--- src/rtl/seq_pkg.sv ---
// rtl/seq_pkg.sv - shared opcodes, state encoding and control bundle for the sequencer
package seq_pkg;

  localparam logic [3:0] OP_RR   = 4'h0;
  localparam logic [3:0] OP_JUMP = 4'hE;
  localparam logic [3:0] OP_HALT = 4'hF;

  localparam logic [2:0] ST_IDLE   = 3'd0;
  localparam logic [2:0] ST_FETCH  = 3'd1;
  localparam logic [2:0] ST_DECODE = 3'd2;
  localparam logic [2:0] ST_EXEC   = 3'd3;
  localparam logic [2:0] ST_HALTED = 3'd4;

  localparam int OP_MSB  = 15;
  localparam int OP_LSB  = 12;
  localparam int RD_MSB  = 11;
  localparam int RD_LSB  = 8;
  localparam int EXT_MSB = 7;
  localparam int EXT_LSB = 4;
  localparam int RS_MSB  = 3;
  localparam int RS_LSB  = 0;
  localparam int IMM_MSB = 7;

  typedef struct packed {
    logic [7:0]  alu_op;
    logic [4:0]  mux_a;
    logic [4:0]  mux_b;
    logic [15:0] regs_en;
    logic [15:0] imm;
    logic        imm_control;
    logic        buff_en;
  } ctrl_t;

endpackage

--- src/rtl/instr_decode.sv ---
// rtl/instr_decode.sv - combinational instruction word to datapath control bundle
module instr_decode
  import seq_pkg::*;
(
  input  logic [15:0] ir,
  output ctrl_t       ctrl,
  output logic        is_jump,
  output logic        is_halt,
  output logic [7:0]  imm8
);

  logic [3:0] op;
  logic [3:0] rd;

  assign op   = ir[OP_MSB:OP_LSB];
  assign rd   = ir[RD_MSB:RD_LSB];
  assign imm8 = ir[IMM_MSB:0];

  always_comb begin
    ctrl    = '0;
    is_jump = (op == OP_JUMP);
    is_halt = (op == OP_HALT);
    if (op == OP_RR) begin
      ctrl.alu_op  = {4'h0, ir[EXT_MSB:EXT_LSB]};
      ctrl.mux_a   = {1'b0, rd};
      ctrl.mux_b   = {1'b0, ir[RS_MSB:RS_LSB]};
      ctrl.regs_en = 16'h0001 << rd;
      ctrl.buff_en = 1'b1;
    end else if (!is_jump && !is_halt) begin
      ctrl.alu_op      = {4'h0, op};
      ctrl.mux_a       = {1'b0, rd};
      ctrl.imm         = {{8{imm8[7]}}, imm8};
      ctrl.imm_control = 1'b1;
      ctrl.regs_en     = 16'h0001 << rd;
      ctrl.buff_en     = 1'b1;
    end
  end

endmodule

--- src/rtl/datapath_sequencer.sv ---
// rtl/datapath_sequencer.sv - fetch/decode/exec sequencer driving the register-file/ALU datapath
module datapath_sequencer
  import seq_pkg::*;
#(
  parameter int                ADDR_W     = 16,
  parameter logic [ADDR_W-1:0] START_ADDR = '0
) (
  input  logic              clk,
  input  logic              reset,
  input  logic              start,
  output logic [ADDR_W-1:0] mem_addr,
  input  logic [15:0]       mem_rdata,
  output logic [7:0]        alu_op,
  output logic [4:0]        muxA,
  output logic [4:0]        muxB,
  output logic [15:0]       regs_en,
  output logic [15:0]       imm,
  output logic              imm_control,
  output logic              buff_en,
  output logic              busy,
  output logic              halted,
  output logic [ADDR_W-1:0] pc
);

  logic [2:0]        state_q, state_d;
  logic [ADDR_W-1:0] pc_q, pc_d;
  logic [15:0]       ir_q, ir_d;
  ctrl_t             dec_ctrl, ctrl_g;
  logic              is_jump, is_halt;
  logic [7:0]        jump_imm;

  instr_decode u_decode (
    .ir      (ir_q),
    .ctrl    (dec_ctrl),
    .is_jump (is_jump),
    .is_halt (is_halt),
    .imm8    (jump_imm)
  );

  always_comb begin
    state_d = state_q;
    pc_d    = pc_q;
    ir_d    = ir_q;
    case (state_q)
      ST_IDLE, ST_HALTED: begin
        if (start) begin
          state_d = ST_FETCH;
          pc_d    = START_ADDR;
        end
      end
      ST_FETCH:  state_d = ST_DECODE;
      ST_DECODE: begin
        state_d = ST_EXEC;
        ir_d    = mem_rdata;
      end
      ST_EXEC: begin
        // HALT leaves pc on the HALT word so the debug port shows where it stopped
        if (is_halt) begin
          state_d = ST_HALTED;
        end else begin
          state_d = ST_FETCH;
          pc_d    = is_jump ? ADDR_W'(jump_imm) : pc_q + ADDR_W'(1);
        end
      end
      default: state_d = ST_IDLE;
    endcase
  end

  always_ff @(posedge clk or negedge reset) begin
    if (!reset) begin
      state_q <= ST_IDLE;
      pc_q    <= START_ADDR;
      ir_q    <= '0;
    end else begin
      state_q <= state_d;
      pc_q    <= pc_d;
      ir_q    <= ir_d;
    end
  end

  // Gating on the registered state makes every control drop asynchronously with reset
  assign ctrl_g      = (state_q == ST_EXEC) ? dec_ctrl : '0;
  assign alu_op      = ctrl_g.alu_op;
  assign muxA        = ctrl_g.mux_a;
  assign muxB        = ctrl_g.mux_b;
  assign regs_en     = ctrl_g.regs_en;
  assign imm         = ctrl_g.imm;
  assign imm_control = ctrl_g.imm_control;
  assign buff_en     = ctrl_g.buff_en;

  assign busy     = (state_q == ST_FETCH) || (state_q == ST_DECODE) || (state_q == ST_EXEC);
  assign halted   = (state_q == ST_HALTED);
  assign mem_addr = pc_q;
  assign pc       = pc_q;

endmodule

--- config.mk ---
export PLATFORM = sky130hd
export DESIGN_NAME = datapath_sequencer
export DESIGN_NICKNAME = d
export VERILOG_FILES = /design/src/rtl/seq_pkg.sv /design/src/rtl/instr_decode.sv /design/src/rtl/datapath_sequencer.sv
export SDC_FILE = /design/constraint.sdc
export NUM_CORES = 1
export LEC_CHECK = 0
export BUFFER_PORTS_ARGS = -buffer_cell sky130_fd_sc_hd__buf_2
export CORE_MARGIN = 2
export CORE_UTILIZATION = 49
export CTS_BUF_LIST = sky130_fd_sc_hd__clkbuf_4
export DETAILED_ROUTE_END_ITERATION = 10
export GPL_ROUTABILITY_DRIVEN = 0
export PLACE_DENSITY = 0.85
export SLEW_MARGIN = 20
export SYNTH_ARGS = -nofsm -noshare
export SYNTH_HDL_FRONTEND = slang
export SYNTH_SLANG_ARGS = --single-unit
--- constraint.sdc ---
create_clock -name clk -period 2.2 [get_ports clk]
set_input_delay 0.22 -clock clk [delete_from_list [all_inputs] [get_ports clk]]
set_output_delay 0.22 -clock clk [all_outputs]
set_load 0.03 [all_outputs]
==> results.yml <==
run_status:
  outcome: "completed"
logic_synthesis:
  ys.flop_type: "dfrtp_1"
  yosysWarnings: 0
  synth_edf_count: 0
  yosysSeqAreaShare_pct: 37.8
  syn_area_um2: 2320
  avgSynthCellArea_um2: 9.13
  synth.distinct_cells: 55
  synthCells: 254
  synth_area_leaders: "dfrtp_1 (38%), buf_4 (10%), mux2_2 (7.3%)"
  netlist.area_leader.share_pct: 37.8
  synth-async-reset-ratio_pct: 100
  synth-seq-cells: 35
  yosysTopAreaCell: "dfrtp_1"
cts:
  clk_latency_ns: 0.35
  cts.sinks: 35
  cts_tree: "built"
  cts_buffer_depth: 2
  cts_root_buffer: "clkbuf_4"
  clkTransAtPathRegs_ns: 0.09
  cts_buffers: 5
  cts_htree_levels: 2
critical_path:
  reg2regPathDepth: 5
  crit_fanout: 6
  r2r_start: "mem_addr[0]$_DFFE_PN0P_"
  crit_required_ns: 1.98
  arrival_ns: 1.92
  cp-end-kind: "output pin"
  cp-startpoint: "ir_q[12]$_DFFE_PN0P_"
  r2r-end: "mem_addr[12]$_DFFE_PN0P_"
  path_class: "reg2out"
  cp-start-kind: "flop"
  regToRegSetupSlack_ns: 0.43
  critPathCapture: "imm[4]"
grt:
  grt_antenna_before_repair: 0
  gr-total-overflow: 0
  grt_usage_pct: 20.9
  first_global_vias: 1749
  grt_pass1_wl_um: 8540
  grt_max_degree: 36
floorplanning:
  core_um2: 4630
  die_y_um: 72.8
  row_count: 25
  die_area_um2: 5300
  die_w_um: 72.8
  ioPinCount: 105
  start_util_pct: 50.1
finish:
  diodes: 0
  multi_input_comb_area_um2: 1170
  syn_to_final_growth_pct: 21.4
  register_area_um2: 883
  final_common_cell: "buf_2"
  fill_cells: 417
  final_cell_mix: "buf_2 (92), dfrtp_1 (29), nor2_1 (24)"
  fin_area_um2: 2810
  drive_gt1_share_pct: 46.1
  fin_nets: 355
pwr:
  p_switching_w: 0.00234
  p_seq_share_pct: 30.2
  peakVddDrop_v: 0.000900
  clockPowerShare_pct: 7.7
  combPwrFrac_pct: 62.2
  swShare_pct: 54.0
  power_density_nw_per_um2: 1540
  leakagePower_nw: 1.47
  cellInternalPower_w: 0.00200
timing:
  timing.final.crit_period_ns: 2.14
  skew_ns: 0.00924
  tightest_slew_ns: 0.766
  worst_slack_ns: 0.0622
  min_period_over_period_pct: 97.2
  finalSetupViolations: 0
  clock.fmax_mhz: 468
  maxSlewViolCount: 0
  maxSlewHeadroom_pct: 49.0
  hold_viol: 0
drt:
  wl_per_cell_um: 14.7
  drt_wl_total_um: 5700
  vias: 2155
  final_antenna_net_count: 0
  vias_per_cell: 5.55
  drtIter0Drc: 266
  drc: 0
  dr.pass1.iters: 4
placed_design:
  place_area_um2: 2650
  dp_worst_setup_slack_ns: 0.205
  place_hpwl_um: 4030
  numPortBuffers: 98
flow_run:
  maxCapViolCount: 0
worst_hold_path:
  hold_path.class: "in2reg"
-- cells in the mapped netlist, types with 2 or more instances --
library cell and n:
inv_1 3, o21ai_0 15, nand3_1 6, nand2b_1 4
a32oi_1 2, nor4_1 4, buf_4 31, a21oi_1 7
a211oi_1 2, mux2_2 15, and2_1 12, a22o_1 4
nor2_1 24, nand4_1 3, o31ai_1 2, and4_1 3
dfrtp_1 35, a31oi_1 5, buf_2 7, clkbuf_1 2
nor3b_1 2, nor3_1 8, and3_1 11, o22ai_1 2
nand3b_1 3, buf_1 2, nor2_2 2, nand2_1 11
-- stage by stage --
stage,std cells,hold slack [ns],utilization [%],setup TNS [ns],power [W]
floorplan,259,-0.0756,-,0,0.00333
global placement,372,0.333,57.1,0,0.00379
detailed placement,372,0.333,57.1,0,0.00384
CTS,380,0.0519,58.8,0,0.00422
global route,388,0.0419,60.8,-0.00273,0.00463
finish,388,0.0661,60.8,0,0.00434
-- timing repair --
action / in CTS / in global routing
setup buffers: 0 / 8
hold endpoints to repair: 35 / 0
pin swaps: 1 / 5
setup endpoints to repair: 31 / 34
resized for setup: 6 / 13
gates cloned: 1 / 0
hold buffers: 1 / 0
-- cell families after synthesis --
logic type | after synthesis | share of synthesized area [%]
AOI/OAI and AO/OA | 51 | 15.2
other | 1 | 0.162
buffers and inverters | 47 | 13.4
muxes | 16 | 7.72
and+or+nand+nor | 102 | 24.8
adders and majority gates | 1 | 0.540
DFF | 35 | 37.8
xor gates and xnor gates | 1 | 0.378
-- worst min path at each step --
stage | depth (start not counted) | slack [ns] | startpoint | endpoint
final | 2 | 0.07 | start | state_q[2]$_DFFE_PN0P_
after global placement | 1 | 0.33 | reset | ir_q[0]$_DFFE_PN0P_
after floorplan | 0 | -0.08 | reset | ir_q[0]$_DFFE_PN0P_
after detailed placement | 1 | 0.33 | reset | ir_q[0]$_DFFE_PN0P_
after global routing | 2 | 0.04 | start | state_q[2]$_DFFE_PN0P_
after CTS | 2 | 0.05 | start | state_q[2]$_DFFE_PN0P_
-- critical path, stage by stage (launching register included) --
cell and delay (ns):
dfrtp_2 0.44, or4_4 0.60, buf_4 0.18, and3_1 0.18, buf_2 0.17
-- power by group through the flow --
stage	clock (W)	combinational, W	sequential (W)
2_1_floorplan	0	0.00204	0.00129
3_3_place_gp	0	0.00250	0.00129
3_5_place_dp	0	0.00253	0.00131
4_1_cts	0.000340	0.00257	0.00130
5_1_grt	0.000370	0.00288	0.00137
6_report	0.000333	0.00270	0.00131
-- flip-flops by register name, indices dropped and copies added, names as in the netlist --
| signal | cells |
|---|---|
| state_q | 3 |
| mem_addr | 16 |
| ir_q | 16 |
-- area by class of cell --
| class | instances | area share (%) |
|---|---|---|
| Tap cell | 54 | 2.40 |
| Clock buffer | 6 | 1.60 |
| Inverter | 4 | 0.711 |
| Timing Repair inverter | 1 | 0.267 |
| Multi-Input combinational cell | 177 | 41.7 |
| Sequential cell | 35 | 31.4 |
| Timing Repair Buffer | 111 | 22.0 |
-- per-layer routing --
metal	global-route usage [%]	wire length [µm]
met1	28.4	2400
met2	33.6	2910
met3	4.56	331
met4	6.58	66
met5	0	0
Note: power is estimated with default switching activity, not from simulation.
